===== src/rtl/req_rsp_responder_pkg.sv =====
// Shared types for the request/response responder: response status codes and the
// response entry carried through the latency pipeline and response FIFO.
package req_rsp_responder_pkg;

  // rdata field is sized for the widest data bus this block is built with
  localparam int RSP_DATA_MAX = 32;

  typedef enum logic [1:0] {
    RSP_OKAY   = 2'b00,
    RSP_SLVERR = 2'b10
  } rsp_status_t;

  typedef struct packed {
    logic [RSP_DATA_MAX-1:0] rdata;
    rsp_status_t             status;
    logic                    write;
  } rsp_entry_t;

  function automatic rsp_status_t status_for(input logic in_range);
    return in_range ? RSP_OKAY : RSP_SLVERR;
  endfunction

endpackage


===== src/rtl/sync_fifo.sv =====
// Generic single-clock FIFO: push lands at the edge, head visible right after; head reads zero when empty.
// Push is dropped when full unless a pop happens on the same edge; pop is ignored when empty.
module sync_fifo #(
  parameter int WIDTH = 8,
  parameter int DEPTH = 4
) (
  input  logic             clk,
  input  logic             rst_n,
  input  logic             push,
  input  logic [WIDTH-1:0] push_dat,
  input  logic             pop,
  output logic [WIDTH-1:0] head_dat,
  output logic             empty
);

  localparam int PTR_W = (DEPTH > 1) ? $clog2(DEPTH) : 1;
  localparam int CNT_W = PTR_W + 1;
  localparam logic [CNT_W-1:0] DEPTH_C = CNT_W'(DEPTH);

  logic [WIDTH-1:0] mem [DEPTH];
  logic [PTR_W-1:0] wr_ptr;
  logic [PTR_W-1:0] rd_ptr;
  logic [CNT_W-1:0] count;
  logic             full;
  logic             do_push;
  logic             do_pop;

  assign empty   = (count == '0);
  assign full    = (count == DEPTH_C);
  assign do_pop  = pop & ~empty;
  assign do_push = push & (~full | do_pop);

  // pointers wrap naturally because DEPTH is a power of two
  always_ff @(posedge clk or negedge rst_n) begin
    if (!rst_n) begin
      wr_ptr <= '0;
      rd_ptr <= '0;
      count  <= '0;
    end else begin
      if (do_push) wr_ptr <= wr_ptr + 1'b1;
      if (do_pop)  rd_ptr <= rd_ptr + 1'b1;
      case ({do_push, do_pop})
        2'b10:   count <= count + 1'b1;
        2'b01:   count <= count - 1'b1;
        default: count <= count;
      endcase
    end
  end

  always_ff @(posedge clk) begin
    if (do_push) mem[wr_ptr] <= push_dat;
  end

  assign head_dat = empty ? '0 : mem[rd_ptr];

endmodule


===== src/rtl/req_rsp_responder.sv =====
// Memory-backed request/response target: rsp_valid can rise RSP_LATENCY cycles after the accepting edge,
// handshake one cycle later at the earliest; req_ready drops once FIFO_DEPTH requests are outstanding.
module req_rsp_responder
  import req_rsp_responder_pkg::*;
#(
  parameter int ADDR_WIDTH  = 8,
  parameter int DATA_WIDTH  = 32,
  parameter int MEM_WORDS   = 64,
  parameter int RSP_LATENCY = 2,
  parameter int FIFO_DEPTH  = 4
) (
  input  logic                  clk,
  input  logic                  rst_n,
  input  logic                  req_valid,
  output logic                  req_ready,
  input  logic                  req_write,
  input  logic [ADDR_WIDTH-1:0] req_addr,
  input  logic [DATA_WIDTH-1:0] req_wdata,
  output logic                  rsp_valid,
  input  logic                  rsp_ready,
  output logic [DATA_WIDTH-1:0] rsp_rdata,
  output logic [1:0]            rsp_status,
  output logic                  rsp_write
);

  localparam int IDX_W = (MEM_WORDS > 1) ? $clog2(MEM_WORDS) : 1;
  localparam int CNT_W = $clog2(FIFO_DEPTH) + 1;
  localparam logic [CNT_W-1:0]    DEPTH_C   = CNT_W'(FIFO_DEPTH);
  localparam logic [ADDR_WIDTH:0] MEM_LIMIT = (ADDR_WIDTH + 1)'(MEM_WORDS);

  logic [DATA_WIDTH-1:0] mem [MEM_WORDS];

  logic             req_fire;
  logic             rsp_fire;
  logic             in_range;
  logic [IDX_W-1:0] mem_idx;
  logic [CNT_W-1:0] outstanding;
  logic             rdy_en;
  rsp_entry_t       new_ent;
  rsp_entry_t       pipe_dat [RSP_LATENCY];
  logic [RSP_LATENCY-1:0] pipe_vld;
  rsp_entry_t       head;
  logic [$bits(rsp_entry_t)-1:0] fifo_head;
  logic             fifo_empty;

  assign req_fire = req_valid & req_ready;
  assign rsp_fire = rsp_valid & rsp_ready;
  assign in_range = ({1'b0, req_addr} < MEM_LIMIT);
  assign mem_idx  = req_addr[IDX_W-1:0];

  always_comb begin
    new_ent        = '0;
    new_ent.write  = req_write;
    new_ent.status = status_for(in_range);
    if (in_range && !req_write) new_ent.rdata = RSP_DATA_MAX'(mem[mem_idx]);
  end

  always_ff @(posedge clk) begin
    if (req_fire && req_write && in_range) mem[mem_idx] <= req_wdata;
  end

  // Fixed-length shift pipeline; it can never stall because the counter bounds total occupancy
  always_ff @(posedge clk or negedge rst_n) begin
    if (!rst_n) begin
      pipe_vld <= '0;
      for (int i = 0; i < RSP_LATENCY; i++) pipe_dat[i] <= '0;
    end else begin
      pipe_vld[0] <= req_fire;
      pipe_dat[0] <= new_ent;
      for (int i = 1; i < RSP_LATENCY; i++) begin
        pipe_vld[i] <= pipe_vld[i-1];
        pipe_dat[i] <= pipe_dat[i-1];
      end
    end
  end

  always_ff @(posedge clk or negedge rst_n) begin
    if (!rst_n) begin
      outstanding <= '0;
      rdy_en      <= 1'b0;
    end else begin
      rdy_en <= 1'b1;
      case ({req_fire, rsp_fire})
        2'b10:   outstanding <= outstanding + 1'b1;
        2'b01:   outstanding <= outstanding - 1'b1;
        default: outstanding <= outstanding;
      endcase
    end
  end

  // rdy_en only holds ready low through reset and the edge that releases it
  assign req_ready = rdy_en & (outstanding < DEPTH_C);

  sync_fifo #(
    .WIDTH($bits(rsp_entry_t)),
    .DEPTH(FIFO_DEPTH)
  ) u_rsp_fifo (
    .clk      (clk),
    .rst_n    (rst_n),
    .push     (pipe_vld[RSP_LATENCY-1]),
    .push_dat (pipe_dat[RSP_LATENCY-1]),
    .pop      (rsp_ready),
    .head_dat (fifo_head),
    .empty    (fifo_empty)
  );

  assign head       = fifo_head;
  assign rsp_valid  = ~fifo_empty;
  assign rsp_rdata  = DATA_WIDTH'(head.rdata);
  assign rsp_status = head.status;
  assign rsp_write  = head.write;

endmodule


===== config.mk =====
export PLATFORM = sky130hd
export DESIGN_NAME = req_rsp_responder
export DESIGN_NICKNAME = d
export VERILOG_FILES = /design/src/rtl/req_rsp_responder_pkg.sv /design/src/rtl/sync_fifo.sv /design/src/rtl/req_rsp_responder.sv
export SDC_FILE = /design/constraint.sdc
export NUM_CORES = 2
export LEC_CHECK = 0
export CORE_MARGIN = 2
export CORE_UTILIZATION = 25
export CTS_BUF_LIST = sky130_fd_sc_hd__clkbuf_8 sky130_fd_sc_hd__clkbuf_16
export DETAILED_ROUTE_END_ITERATION = 7
export GPL_TIMING_DRIVEN = 0
export SLEW_MARGIN = 40
export SYNTH_ARGS = -nofsm -noshare
export SYNTH_HDL_FRONTEND = slang
export SYNTH_SLANG_ARGS = --single-unit

===== constraint.sdc =====
create_clock -name clk -period 7.4 [get_ports clk]
set_clock_uncertainty 0.05 [all_clocks]
set_input_delay 1.48 -clock clk [delete_from_list [all_inputs] [get_ports clk]]
set_output_delay 1.48 -clock clk [all_outputs]
set_load 0.03 [all_outputs]

==> summary.md <==
| Metric | Value |
|---|---|
| Worst R2R Start | outstanding[2]$_DFFE_PN0P_ |
| GRT Residual Overflow | 0 |
| Setup Buffers After CTS | 0 |
| Critical path, cell by cell | clkdlybuf4s50_1, buf_6, inv_1, clkbuf_2, clkbuf_1, a221oi_1, nor2_1, o21ai_0, nand4_1, o31a_1 |
| Worst-path maximum fanout | 10 |
| Worst Tran Pin Value | 0.979 ns |
| Mapped Cells | 4667 |
| Asr flop ratio synth | around 3.6% |
| CP startpoint kind | input pin |
| Worst skew pair latency | between 0.9 and 1 ns |
| WL final | ~300000 um |
| Clock Pin Slew Worst Setup and Hold Paths | around 0.060 ns |
| PD cells | ~270 mW/mm^2 |
| Bufs on Longest Clock Path | 4 |
| H-tree depth | 4 |
| Cell row count | roughly 210 |
| Hold_sp | pipe_dat[60]$_DFF_PN0_ |
| IO buf count | 80 |
| Die width | around 590 um |
| Initial antenna violation count | 51 |
| Num CTS Buffers | between 200 and 250 |
| Detail Route Antenna Nets | 0 |
| # setup viols final | 0 |
| Cell total after placement | approximately 9.4k |
| Setup ws final | between 1.5 and 2 ns |
| Final instance area | around 0.10 sq mm |
| Register bit total from synthesis | 2265 |
| Clk pwr share | between 30 and 40% |
| Final Cycle Share | around 77% |
| Post-CTS sizing | 0 |
| Seq/Total Area, Yosys | 79.8% |
| Internal power | around 21000 uW |
| Vias per Instance | between 5 and 6 |
| Data arrival time of the critical path | between 6 and 7 ns |
| Die ar. | about 0.34 sq mm |
| 1st-iter DRT viols | 9074 |
| Main synth FF type | edfxtp_1 |
| Yosys warning count | 0 |
| DR WL/cell | approximately 31 um |
| Via count | approximately 50k |
| Status | finished, violations left |
| Distinct cells, synth | between 60 and 70 |
| RSZ-0062 raised after global routing | no |
| Crit path max-delay cell type | nand4_1 |
| Vias in the first global route | roughly 49k |
| Placed Area | around 0.095 sq mm |
| Synth top cells by count | edfxtp_1 (2184), a221oi_1 (337), a22oi_1 (336) |
| Core ar. | about 0.34 sq mm |
| Share of cells above drive strength 1 | 17.0% |
| Leading post-synthesis cells by cell area | edfxtp_1 (77%), a221oi_1 (3.5%), a22oi_1 (3.0%), dfrtp_1 (2.4%), mux2i_1 (1.6%) |
| Leak Pwr | between 0.03 and 0.04 uW |
| Final hold vios | 0 |
| Nets | just over 5k |
| Critical Path Start | req_addr[1] |
| # DRC | 9 |
| Max Clock Freq | between 150 and 200 MHz |
| Net Sw Frac | 24.2% |
| CTS root buf | clkbuf_16 |
| Synth-to-Final Area Change | 20.6% |
| Max IR drop VDD | 0.202 mV |
| First-pass detailed-route iteration total | 8 |
| Post-Syn Area | roughly 0.085 sq mm |
| Critical Path RT | about 8.0 ns |
| Cts hold-fix bufs | 0 |
| TritonCTS clock tree | yes |
| Crit path time final | approximately 5.7 ns |
| Finished Layout Cells | between 9k and 10k |
| Synthesized area per cell | around 18 sq um |
| Failing checks | design-rule violations |
| Placer Congestion | between 1 and 1.5 |
| Mapped Nets | ~4.7k |
| Setup CP Type | input pin to flip-flop |
| Die Ht | approximately 590 um |
| Endpoint class of the critical path | flip-flop |
| Number of synthesized flops with an enable pin | 2184 |
| Worst rel slew slack | between 30% and 40% |
| Place WS | ~1.2 ns |
| Largest net degree at the start of global routing | 64 |
| Count leader, synth | edfxtp_1 |
| Top cell type by total area after synthesis | edfxtp_1 |
| Post-DP HPWL | ~210000 um |
| Sw Pwr | ~6700 uW |
| Final Max Tran Viols | 0 |
| Max Cap Viol | 0 |
| Top-area cell type share of the netlist area | between 70% and 80% |
| Fin util | 30.3% |
| Hold Path Class | flip-flop to flip-flop |
| GRT Overall Usage | 16.9% |
| Delay of the slowest critical-path stage | 0.78 ns |
| Flop pwr share | roughly 52% |
| First-pass GRT wire length | a little over 400000 um |
| I/O pins | between 80 and 90 |
| Clock Sinks | about 2.3k |
| Power share of the combinational group | 10.0% |
| Initial Util | between 20% and 30% |
## logic make-up after synthesis
| family | Yosys count | share of synthesized area, % |
|---|---|---|
| flip-flops | 2265 | 79.8 |
| AO/OA/AOI/OAI | 1337 | 12.0 |
| multiplexers | 220 | 3.49 |
| adder cells (fa/ha/maj) | 8 | 0.136 |
| AND/OR/NAND/NOR | 459 | 2.46 |
| other | 2 | 0.00887 |
| XOR/XNOR | 9 | 0.0931 |
| buffers and inverters | 367 | 2.04 |
## cell usage in the layout (no fill, tap or decap), types with 14 or more instances in the layout
cell type | synthesis | layout
nor2_4 | 1 | 65
inv_1 | 13 | 54
a21oi_1 | 108 | 108
bufinv_16 | 0 | 17
clkdlybuf4s50_1 | 0 | 47
clkbuf_16 | 0 | 210
clkbuf_2 | 0 | 39
mux4_2 | 57 | 57
o21ai_0 | 105 | 92
buf_4 | 29 | 45
edfxtp_1 | 2184 | 2184
buf_12 | 0 | 22
clkinv_2 | 0 | 36
a221o_1 | 28 | 28
buf_6 | 12 | 40
clkbuf_1 | 149 | 112
mux2i_1 | 132 | 132
and2_1 | 44 | 40
nor3_1 | 19 | 18
o211ai_1 | 70 | 70
buf_1 | 43 | 31
o211a_1 | 14 | 14
buf_16 | 0 | 82
dfrtp_1 | 81 | 81
a222oi_1 | 66 | 66
a22oi_1 | 336 | 336
mux2_2 | 30 | 30
diode_2 | 0 | 14
nor2_1 | 201 | 135
a22o_1 | 33 | 33
o31a_1 | 29 | 29
nand2_1 | 106 | 100
a221oi_1 | 337 | 337
nand4_1 | 19 | 19
buf_2 | 119 | 131
o22ai_1 | 168 | 168
clkinv_1 | 0 | 48
nor4_1 | 26 | 15
buf_8 | 0 | 58
## layer usage
metal / vias to the layer above / global-route usage (%) / routed length, um
met2: 3759 / 25.3 / 131000
met3: 721 / 4.99 / 39000
li1: 20592 / - / -
met5: - / 0 / 52
met4: 8 / 9.14 / 18800
met1: 26436 / 22.0 / 111000
## flip-flops by register name (all words and copies together) (netlist names)
register,cells
rdy_en,1
pipe_vld,2
u_rsp_fifo.count,3
mem,2048
u_rsp_fifo.mem,136
outstanding,3
u_rsp_fifo.rd_ptr,2
pipe_dat,68
u_rsp_fifo.wr_ptr,2
## area by class of cell
class / instances / area, sq um
Clock inverter: 165 / 1270
Sequential cell: 2265 / 67600
Buffer: 353 / 1740
Timing Repair Buffer: 255 / 4480
Fill cell: 32792 / 235000
Multi-Input combinational cell: 2035 / 16000
Tap cell: 4515 / 5650
Antenna cell: 14 / 35.0
Clock buffer: 214 / 5310
Inverter: 14 / 52.6
## worst max-delay path, delay by kind of cell
kind / cells / cell delay, ns
AO/OA/AOI/OAI: 3 / 1.65
AND/OR/NAND/NOR: 2 / 0.84
buffers and inverters: 5 / 2.30
## through the flow
stage	power, uW	hold slack, ns	setup TNS (ns)
6_report	27500	0.294	0
5_1_grt	28200	0.305	0
4_1_cts	27600	0.296	0
3_5_place_dp	17200	0.285	0
3_3_place_gp	17100	0.282	-2035.61
2_1_floorplan	15800	0.281	0
## path summary, 6_finish.rpt
kind / to / slack (ns) / cells past startpoint
max: pipe_dat[62]$_DFF_PN0_ / 1.70 / 10
min: pipe_dat[25]$_DFF_PN0_ / 0.29 / 0
max reg2reg: mem[63][20]$_DFFE_PP_ / 4.12 / 9
min reg2reg: pipe_dat[25]$_DFF_PN0_ / 0.29 / 0
max in group asynchronous: pipe_dat[8]$_DFF_PN0_ / 6.28 / 2
min in group asynchronous: pipe_dat[0]$_DFF_PN0_ / 0.46 / 1
## power by group through the flow
stage	Clock [uW]	Combinational, uW	Sequential [uW]
6_report	10600	2740	14200
5_1_grt	11200	2840	14200
2_1_floorplan	0	1340	14500
4_1_cts	10700	2700	14200
3_5_place_dp	0	2700	14500
3_3_place_gp	0	2590	14500
Power figures use the tool's default switching activity.
